## src/rtl/lsu_pkg.sv

```systemverilog
// Shared types for the load/store unit: FSM states, access-size encodings and
// the byte-lane shift that goes with each access size.
package lsu_pkg;

  typedef enum logic [1:0] {
    ST_IDLE  = 2'd0,
    ST_READ  = 2'd1,
    ST_WRITE = 2'd2,
    ST_RESP  = 2'd3
  } lsu_state_e;

  localparam logic [1:0] SIZE_B = 2'b00;
  localparam logic [1:0] SIZE_H = 2'b01;
  localparam logic [1:0] SIZE_W = 2'b10;
  localparam logic [1:0] SIZE_D = 2'b11;

  // The accessed bytes sit at the top of the big-endian doubleword; this is
  // how far they must move to become right-justified.
  function automatic logic [5:0] lane_shift(input logic [1:0] size);
    case (size)
      SIZE_B:  lane_shift = 6'd56;
      SIZE_H:  lane_shift = 6'd48;
      SIZE_W:  lane_shift = 6'd32;
      default: lane_shift = 6'd0;
    endcase
  endfunction

endpackage

```

## src/rtl/lsu_align.sv

```systemverilog
// Combinational byte-lane logic: extracts and extends load data from the top
// of a doubleword, and merges store data into the top lanes of a doubleword.
module lsu_align
  import lsu_pkg::*;
(
  input  logic [63:0] i_dword,
  input  logic [1:0]  i_size,
  input  logic        i_unsigned,
  input  logic [63:0] i_wdata,
  output logic [63:0] o_load,
  output logic [63:0] o_merge
);

  function automatic logic [63:0] extend_load(input logic [63:0] dw,
                                              input logic [5:0]  sh,
                                              input logic        uns);
    logic signed [63:0] s;
    s = signed'(dw);
    if (uns) extend_load = dw >> sh;
    else     extend_load = s >>> sh;
  endfunction

  function automatic logic [63:0] merge_store(input logic [63:0] dw,
                                              input logic [63:0] wd,
                                              input logic [5:0]  sh);
    logic [63:0] mask;
    mask        = {64{1'b1}} << sh;
    merge_store = (dw & ~mask) | ((wd << sh) & mask);
  endfunction

  logic [5:0] w_shift;

  assign w_shift = lane_shift(i_size);
  assign o_load  = extend_load(i_dword, w_shift, i_unsigned);
  assign o_merge = merge_store(i_dword, i_wdata, w_shift);

endmodule

```

## src/rtl/load_store_unit.sv

```systemverilog
// Single-outstanding load/store unit in front of a combinational-read,
// big-endian data memory; sub-doubleword stores use read-modify-write.
module load_store_unit
  import lsu_pkg::*;
#(
  parameter int MEM_ADDR_BITS = 10
) (
  input  logic        clk,
  input  logic        reset,
  input  logic        req_valid,
  output logic        req_ready,
  input  logic        req_write,
  input  logic [1:0]  req_size,
  input  logic        req_unsigned,
  input  logic [63:0] req_addr,
  input  logic [63:0] req_wdata,
  output logic        resp_valid,
  output logic [63:0] resp_rdata,
  output logic [63:0] mem_address,
  output logic [63:0] mem_write_data,
  output logic        mem_read,
  output logic        mem_write,
  input  logic [63:0] mem_read_data
);

  lsu_state_e  r_state;
  lsu_state_e  w_next;

  logic        r_write;
  logic [1:0]  r_size;
  logic        r_unsigned;
  logic [63:0] r_addr;
  logic [63:0] r_wdata;
  logic [63:0] r_rdword;
  logic [63:0] r_rdata;

  logic [63:0] w_load;
  logic [63:0] w_merge;
  logic [63:0] w_store_data;
  logic [63:0] w_resp;
  logic        w_accept;

  // The memory decodes only the low address bits; the full address is forwarded.
  logic [MEM_ADDR_BITS-1:0] w_unused_offset;
  assign w_unused_offset = r_addr[MEM_ADDR_BITS-1:0];

  assign w_accept     = (r_state == ST_IDLE) && req_valid;
  assign w_store_data = (r_size == SIZE_D) ? r_wdata : w_merge;
  assign w_resp       = r_write ? 64'd0 : w_load;

  lsu_align u_align (
    .i_dword    (r_rdword),
    .i_size     (r_size),
    .i_unsigned (r_unsigned),
    .i_wdata    (r_wdata),
    .o_load     (w_load),
    .o_merge    (w_merge)
  );

  always_ff @(posedge clk) begin
    if (reset) r_state <= ST_IDLE;
    else       r_state <= w_next;
  end

  // Outputs are gated by reset so an aborted access never reaches memory.
  always_comb begin
    w_next         = r_state;
    req_ready      = 1'b0;
    mem_read       = 1'b0;
    mem_write      = 1'b0;
    mem_address    = 64'd0;
    mem_write_data = 64'd0;
    resp_valid     = 1'b0;
    resp_rdata     = r_rdata;
    unique case (r_state)
      ST_IDLE: begin
        req_ready = 1'b1;
        if (req_valid)
          w_next = (req_write && (req_size == SIZE_D)) ? ST_WRITE : ST_READ;
      end
      ST_READ: begin
        w_next = r_write ? ST_WRITE : ST_RESP;
        if (!reset) begin
          mem_read    = 1'b1;
          mem_address = r_addr;
        end
      end
      ST_WRITE: begin
        w_next = ST_RESP;
        if (!reset) begin
          mem_write      = 1'b1;
          mem_address    = r_addr;
          mem_write_data = w_store_data;
        end
      end
      ST_RESP: begin
        w_next = ST_IDLE;
        if (!reset) begin
          resp_valid = 1'b1;
          resp_rdata = w_resp;
        end
      end
      default: w_next = ST_IDLE;
    endcase
  end

  always_ff @(posedge clk) begin
    if (w_accept) begin
      r_write    <= req_write;
      r_size     <= req_size;
      r_unsigned <= req_unsigned;
      r_addr     <= req_addr;
      r_wdata    <= req_wdata;
    end
    if (r_state == ST_READ) r_rdword <= mem_read_data;
  end

  // Holds the last response so resp_rdata is stable between completions.
  always_ff @(posedge clk) begin
    if (reset)                   r_rdata <= 64'd0;
    else if (r_state == ST_RESP) r_rdata <= w_resp;
  end

endmodule
```

## config.mk

```make
export PLATFORM = sky130hd
export DESIGN_NAME = load_store_unit
export DESIGN_NICKNAME = d
export VERILOG_FILES = /design/src/rtl/lsu_pkg.sv /design/src/rtl/lsu_align.sv /design/src/rtl/load_store_unit.sv
export SDC_FILE = /design/constraint.sdc
export NUM_CORES = 1
export LEC_CHECK = 0
export ABC_AREA = 1
export BUFFER_PORTS_ARGS = -buffer_cell sky130_fd_sc_hd__clkbuf_2
export CAP_MARGIN = 0
export CORE_MARGIN = 2
export CORE_UTILIZATION = 35
export CTS_CLUSTER_DIAMETER = 50
export CTS_CLUSTER_SIZE = 25
export DETAILED_ROUTE_END_ITERATION = 6
export PLACE_DENSITY = 0.62
export SLEW_MARGIN = 30
export SYNTH_ARGS = -nofsm -noshare
export SYNTH_HDL_FRONTEND = slang
export SYNTH_SLANG_ARGS = --single-unit
```

## constraint.sdc

```tcl
create_clock -name clk -period 4.05 [get_ports clk]
set_input_delay 0.405 -clock clk [delete_from_list [all_inputs] [get_ports clk]]
set_output_delay 0.405 -clock clk [all_outputs]
set_load 0.02 [all_outputs]
```

; Word-level counts from Yosys, hierarchy flattened
; Cells that the tools add are included.
[classes]
eq_ne = 8
shifts = 4
mux = 19
bitwise = 4
n_reduce_logical = 5
[op_table]
columns = cell, count
row1 = 64-bit two-way mux, 9
row2 = 64-bit bitwise AND, 2
row3 = 64-bit inverter, 1
row4 = 64-bit OR, 1
row5 = 64-bit by 6-bit left shift with 64-bit output, 1
row6 = "64-bit by 6-bit left shift with 64-bit output, first input constant", 1
row7 = 64-bit by 6-bit >> shifter with 64-bit output, 1
row8 = 64-bit by 6-bit >>> shifter with 64-bit output, 1
row9 = 6-bit one-hot mux with 3 select lines, 1
row10 = "2-bit equality test, second input constant", 5
row11 = 2-bit one-hot mux with 4 select lines, 1
row12 = 1-bit two-way mux, 6
row13 = "2-bit by 1-bit equality test with 1-bit output, second input constant", 2
row14 = 2-bit zero test, 2
row15 = 2-bit two-way mux, 2
row16 = 1-bit logical AND, 2
row17 = "2-bit inequality test, second input constant", 1
row18 = 2-bit OR reduction, 1
[word_totals]
ff_bits = 262
inputBits = 199
output_inout_bits = 196
word_cells = 48

; Depth between registers and ports, before layout
[depth]
word_depth = 9
depth_mapped = 10
mapped_depth_nobuf = 9

; Hierarchy
; From an unflattened synthesis, not the netlist that was laid out.
[hier_totals]
cells_unflattened = 1477
hier_area_um2 = 12886.1
[modules_own_cells]
columns = mod, instances, cells_per_inst, area_each_um2, seq_area_each_um2
row1 = load_store_unit, 1, 1005, 10704.0, 7206.9
row2 = lsu_align, 1, 472, 2182.1, 0.0

; Worst setup path after synthesis
; Ideal clock, no wire load.
[synth_timing]
path_type = register -> register
startpoint = reg r_state[0]
endpoint = reg r_state[0]
setup_ns = 0.119
t_arrival_ns = 3.954
required_ns = 3.931
slack_ns = -0.022
stages_incl_launch_ff = 7
n_path_buf = 0
synth_period_minus_slack_ns = 4.072
cell_sequence = dfxtp_1 > inv_1 > ha_1 > nand2_1 > inv_1 > nand4_1 > o2111a_1
[synth_via]
elab_chain_len = 2
word_cells_on_any_way = 6
cone_classes = eq/ne: 4 / mux: 1 / reduce/logical: 1
[synth_lines]
columns = item, line
row1 = from (decl), load_store_unit.sv:26  ; lsu_state_e r_state;
row2 = from (signal assigned), load_store_unit.sv:62  ; else r_state <= w_next;
row3 = "2-bit equality test, or another cell as far along", load_store_unit.sv:75  ; unique case (r_state)
row4 = 2-bit one-hot mux with 4 select lines / 2-bit inequality test (equally long branches), n/a
; Parallel ways exist; a longest one is shown, timed or not.
; A chain may end at the register's enable or synchronous reset.

; Final worst setup path
[layout_timing]
startpoint = reg r_state[0]
endpoint = out resp_rdata[32]
[layout_via]
elab_chain_len = 2
[layout_lines]
columns = item, line
row1 = 2-bit equality test, load_store_unit.sv:75
row2 = 64-bit two-way mux, load_store_unit.sv:75
row3 = to (decl), load_store_unit.sv:18  ; output logic [63:0] resp_rdata,
; No other way between the ends.

==> flow_summary.json <==
{
  "run_status": "finished clean",
  "clock.fmax_ghz": 0.276,
  "grt-ovfl-total": 0,
  "drtAntennaViolNets": 0,
  "portBuffers": 394,
  "crit_cells": 10,
  "ys_dominant_reg_cell": "sky130_fd_sc_hd__edfxtp_1",
  "cts-buffers-inserted": 35,
  "hpwlAfterDp_mm": 32.1,
  "clk_transition_reported_paths_ps": 70,
  "synthArstFlopShare_pct": 0,
  "finalClockSkew_ps": 21.9,
  "mappedNetlistNets": 1424,
  "clock_tree_root_buffer_cell": "sky130_fd_sc_hd__clkbuf_16",
  "critPathMaxFanout": 31,
  "num_io_pins": 395,
  "critPathLaunchType": "flop",
  "synth.ff_latch_count": 262,
  "leakagePower_uw": 0.00731,
  "insertion_delay_ps": 520,
  "timing.final.crit_share_pct": 89.6,
  "dieArea_mm2": 0.0343,
  "worstPathCellList": "ha_1 > inv_2 > nor2_2 > nand2_2 > inv_2 > nand2_1 > nand2_2 > o21ai_0 > nand2_1 > clkbuf_2",
  "power_density_mw_per_mm2": 556,
  "critPathKind": "reg2out",
  "floorplan_die_width_um": 185,
  "rows": 66,
  "global_routing_met2_resource_utilization_pct": 41.3,
  "timing.max_slew.rel_slack_pct": 45.2,
  "worst_ir_drop_vdd_v": 0.000347,
  "synth-seq-area-share_pct": 62.7,
  "min_period_ps": 3630,
  "arrival_ps": 3220,
  "synth_top_cells_by_area": "sky130_fd_sc_hd__edfxtp_1 (51%), sky130_fd_sc_hd__dfxtp_1 (11%), sky130_fd_sc_hd__nand2_1 (10%)",
  "synth_top_cell_area_share_pct": 51.2,
  "weighted_congestion_at_the_end_of_routability_driven_global_placement": 0.852,
  "final.setup.tns_ps": 0,
  "core_area_mm2": 0.0325,
  "pin_count_of_the_biggest_net_entering_global_routing": 134,
  "chipHeight_um": 185,
  "yosys-top-cells-count": "sky130_fd_sc_hd__nand2_1 (308), sky130_fd_sc_hd__edfxtp_1 (196), sky130_fd_sc_hd__nor2_1 (146)",
  "worstPathRequired_ps": 3640,
  "dr.first_iter.drc_count": 783,
  "most_area_hungry_cell_type_in_the_yosys_netlist": "sky130_fd_sc_hd__edfxtp_1",
  "critPathCaptureType": "primary output",
  "count_of_flip_flops_with_a_built_in_enable_after_synthesis": 196,
  "busiest_layer": "met2",
  "ff2ff_path_depth": 9,
  "ys_warn_count": 0,
  "final_hold_viol_count": 0,
  "hold_path_end": "r_rdword[46]",
  "rsz0062_at_grt": "no",
  "setup-violations-final": 0,
  "critical_path.n_buffers_inverters": 3,
  "initial_core_util_pct": 35.4,
  "dpl_cell_area_mm2": 0.0139,
  "grt.total_usage_pct": 24.8,
  "cts_hold_buffers": 0,
  "fin_area_mm2": 0.0151,
  "detailroute.via_count": 10400,
  "vias_per_cell": 5.05,
  "ys_types": 30,
  "rr_startpoint": "r_state[0]",
  "cp_slowest_stage_delay_ps": 540,
  "number_of_standard_cells_after_synthesis": 1221,
  "slew_viol_final": 0,
  "first_global_vias": 10100,
  "drtPass1Iterations": 6,
  "yosys.cell_count.top_type": "sky130_fd_sc_hd__nand2_1",
  "nNetsFinal": 1795,
  "worst_slew_pin_slew_ps": 822,
  "synth_area_mm2": 0.0115,
  "hold_path_depth": 1,
  "routed_wl_mm": 43.6,
  "maximum_clock_insertion_buffer_count": 3,
  "cts_repair_resize_count": 0,
  "family_of_cells_with_the_greatest_summed_delay_on_the_critical_path": "simple AND/OR/NAND/NOR gates",
  "grt_pass1_wl_mm": 62.0,
  "worst_r2r_endpoint": "r_rdata[32]",
  "final_layout_size_suffix_gt1_share_pct": 30.4,
  "finalPower_uw": 8410,
  "cts_sinks": 262,
  "global_route_met1_utilization_pct": 29.9,
  "htreeDepth": 2,
  "met3_usage_pct": 7.18,
  "drc": 0,
  "launch_instance_of_the_worst_min_delay_path": "mem_read_data[46]",
  "initial_antenna_violation_count": 4,
  "cts_setup_buffers": 0,
  "max_cap_viol_count": 0,
  "holdCritPathClass": "in2reg",
  "avgRoutedWirePerCell_um": 21.1,
  "area_delta_synth_final_pct": 31.5,
  "r2r_slack_ps": 1460,
  "synthesis.area_per_instance_um2": 9.42,
  "tritoncts": "yes",
  "critical_path.slowest_cell": "sky130_fd_sc_hd__nand2_2"
}
-- power breakdown --
group | internal [µW] | switching, µW | total (µW) | leakage, µW
Sequential | 3340 | 240 | 3580 | 0.00239
Clock | 1970 | 1300 | 3270 | 0.000611
Combinational | 409 | 1150 | 1560 | 0.00431
Total | 5720 | 2690 | 8410 | 0.00731
-- state kept, by name, summed over array words and instances, names as in the netlist --
name        cells
r_wdata        64
r_rdword       64
r_size          2
r_unsigned      1
r_state         2
r_write         1
r_addr         64
r_rdata        64
-- final cells by class --
| cell class | instances | area, µm² |
|---|---|---|
| Timing Repair Buffer | 410 | 2100 |
| Fill cell | 3141 | 17300 |
| Tap cell | 442 | 553 |
| Inverter | 115 | 440 |
| Sequential cell | 262 | 7210 |
| Clock buffer | 40 | 926 |
| Antenna cell | 6 | 15.0 |
| Multi-Input combinational cell | 768 | 3550 |
| Clock inverter | 24 | 325 |
-- layout by cell type, fill, tap and decap left out, types with 14 or more instances in the layout --
| cell | count |
|---|---|
| sky130_fd_sc_hd__o21ai_1 | 27 |
| sky130_fd_sc_hd__nand3_1 | 85 |
| sky130_fd_sc_hd__inv_1 | 108 |
| sky130_fd_sc_hd__clkbuf_2 | 394 |
| sky130_fd_sc_hd__dfxtp_1 | 66 |
| sky130_fd_sc_hd__o21ai_0 | 72 |
| sky130_fd_sc_hd__nand2_1 | 307 |
| sky130_fd_sc_hd__o211ai_1 | 40 |
| sky130_fd_sc_hd__o22ai_1 | 16 |
| sky130_fd_sc_hd__a211oi_1 | 14 |
| sky130_fd_sc_hd__clkbuf_16 | 36 |
| sky130_fd_sc_hd__nor2_1 | 146 |
| sky130_fd_sc_hd__edfxtp_1 | 196 |
| sky130_fd_sc_hd__a21oi_1 | 28 |
| sky130_fd_sc_hd__buf_4 | 15 |
-- worst max-delay path by stage --
stage	start	endpoint	slack, ps
after floorplan	r_state[0]	r_addr[0]	850
after global placement	r_state[0]	resp_rdata[32]	1050
after detailed placement	r_state[0]	resp_rdata[32]	870
after CTS	r_state[0]	resp_rdata[32]	320
after global routing	r_state[0]	resp_rdata[32]	130
final	r_state[0]	resp_rdata[32]	420
-- per-layer routing --
| metal | vias to the layer above | part of all wire [%] |
|---|---|---|
| li1 | 4872 | - |
| met1 | 4900 | 38 |
| met2 | 577 | 48 |
| met3 | 96 | 9.7 |
| met4 | 0 | 4.1 |
| met5 | - | 0 |
-- metrics by stage --
stage          instances  hold WS (ps)  util (%)  worst slack [ps]
3_3_place_gp        1997           459      42.7              1050
3_5_place_dp        1997           462      42.7               868
4_1_cts             2061          32.0      46.6               321
2_1_floorplan       1221           451         -               853
6_report            2067          50.4      46.6               421
5_1_grt             2065          31.7      46.6               129
-- worst register-to-register path, delay by kind of cell, from the launching register on --
kind                     cells  cell delay [ps]
AO/OA/AOI/OAI                1              280
adder cells (fa/ha/maj)      1              200
buffers and inverters        2              400
flip-flops                   1              430
AND/OR/NAND/NOR              5             1220
-- cells by family (layout without fill, tap and decap cells) --
kind of cell             after synthesis  after routing  share of synthesized area (%)
AO/OA/AOI/OAI                        208            208                           10.6
adder cells (fa/ha/maj)                4              4                          0.435
buffers and inverters                191            589                           6.59
flip-flops                           262            262                           62.7
other                                  0              6                              0
AND/OR/NAND/NOR                      556            556                           19.7
(Power assumes the default switching activity.)
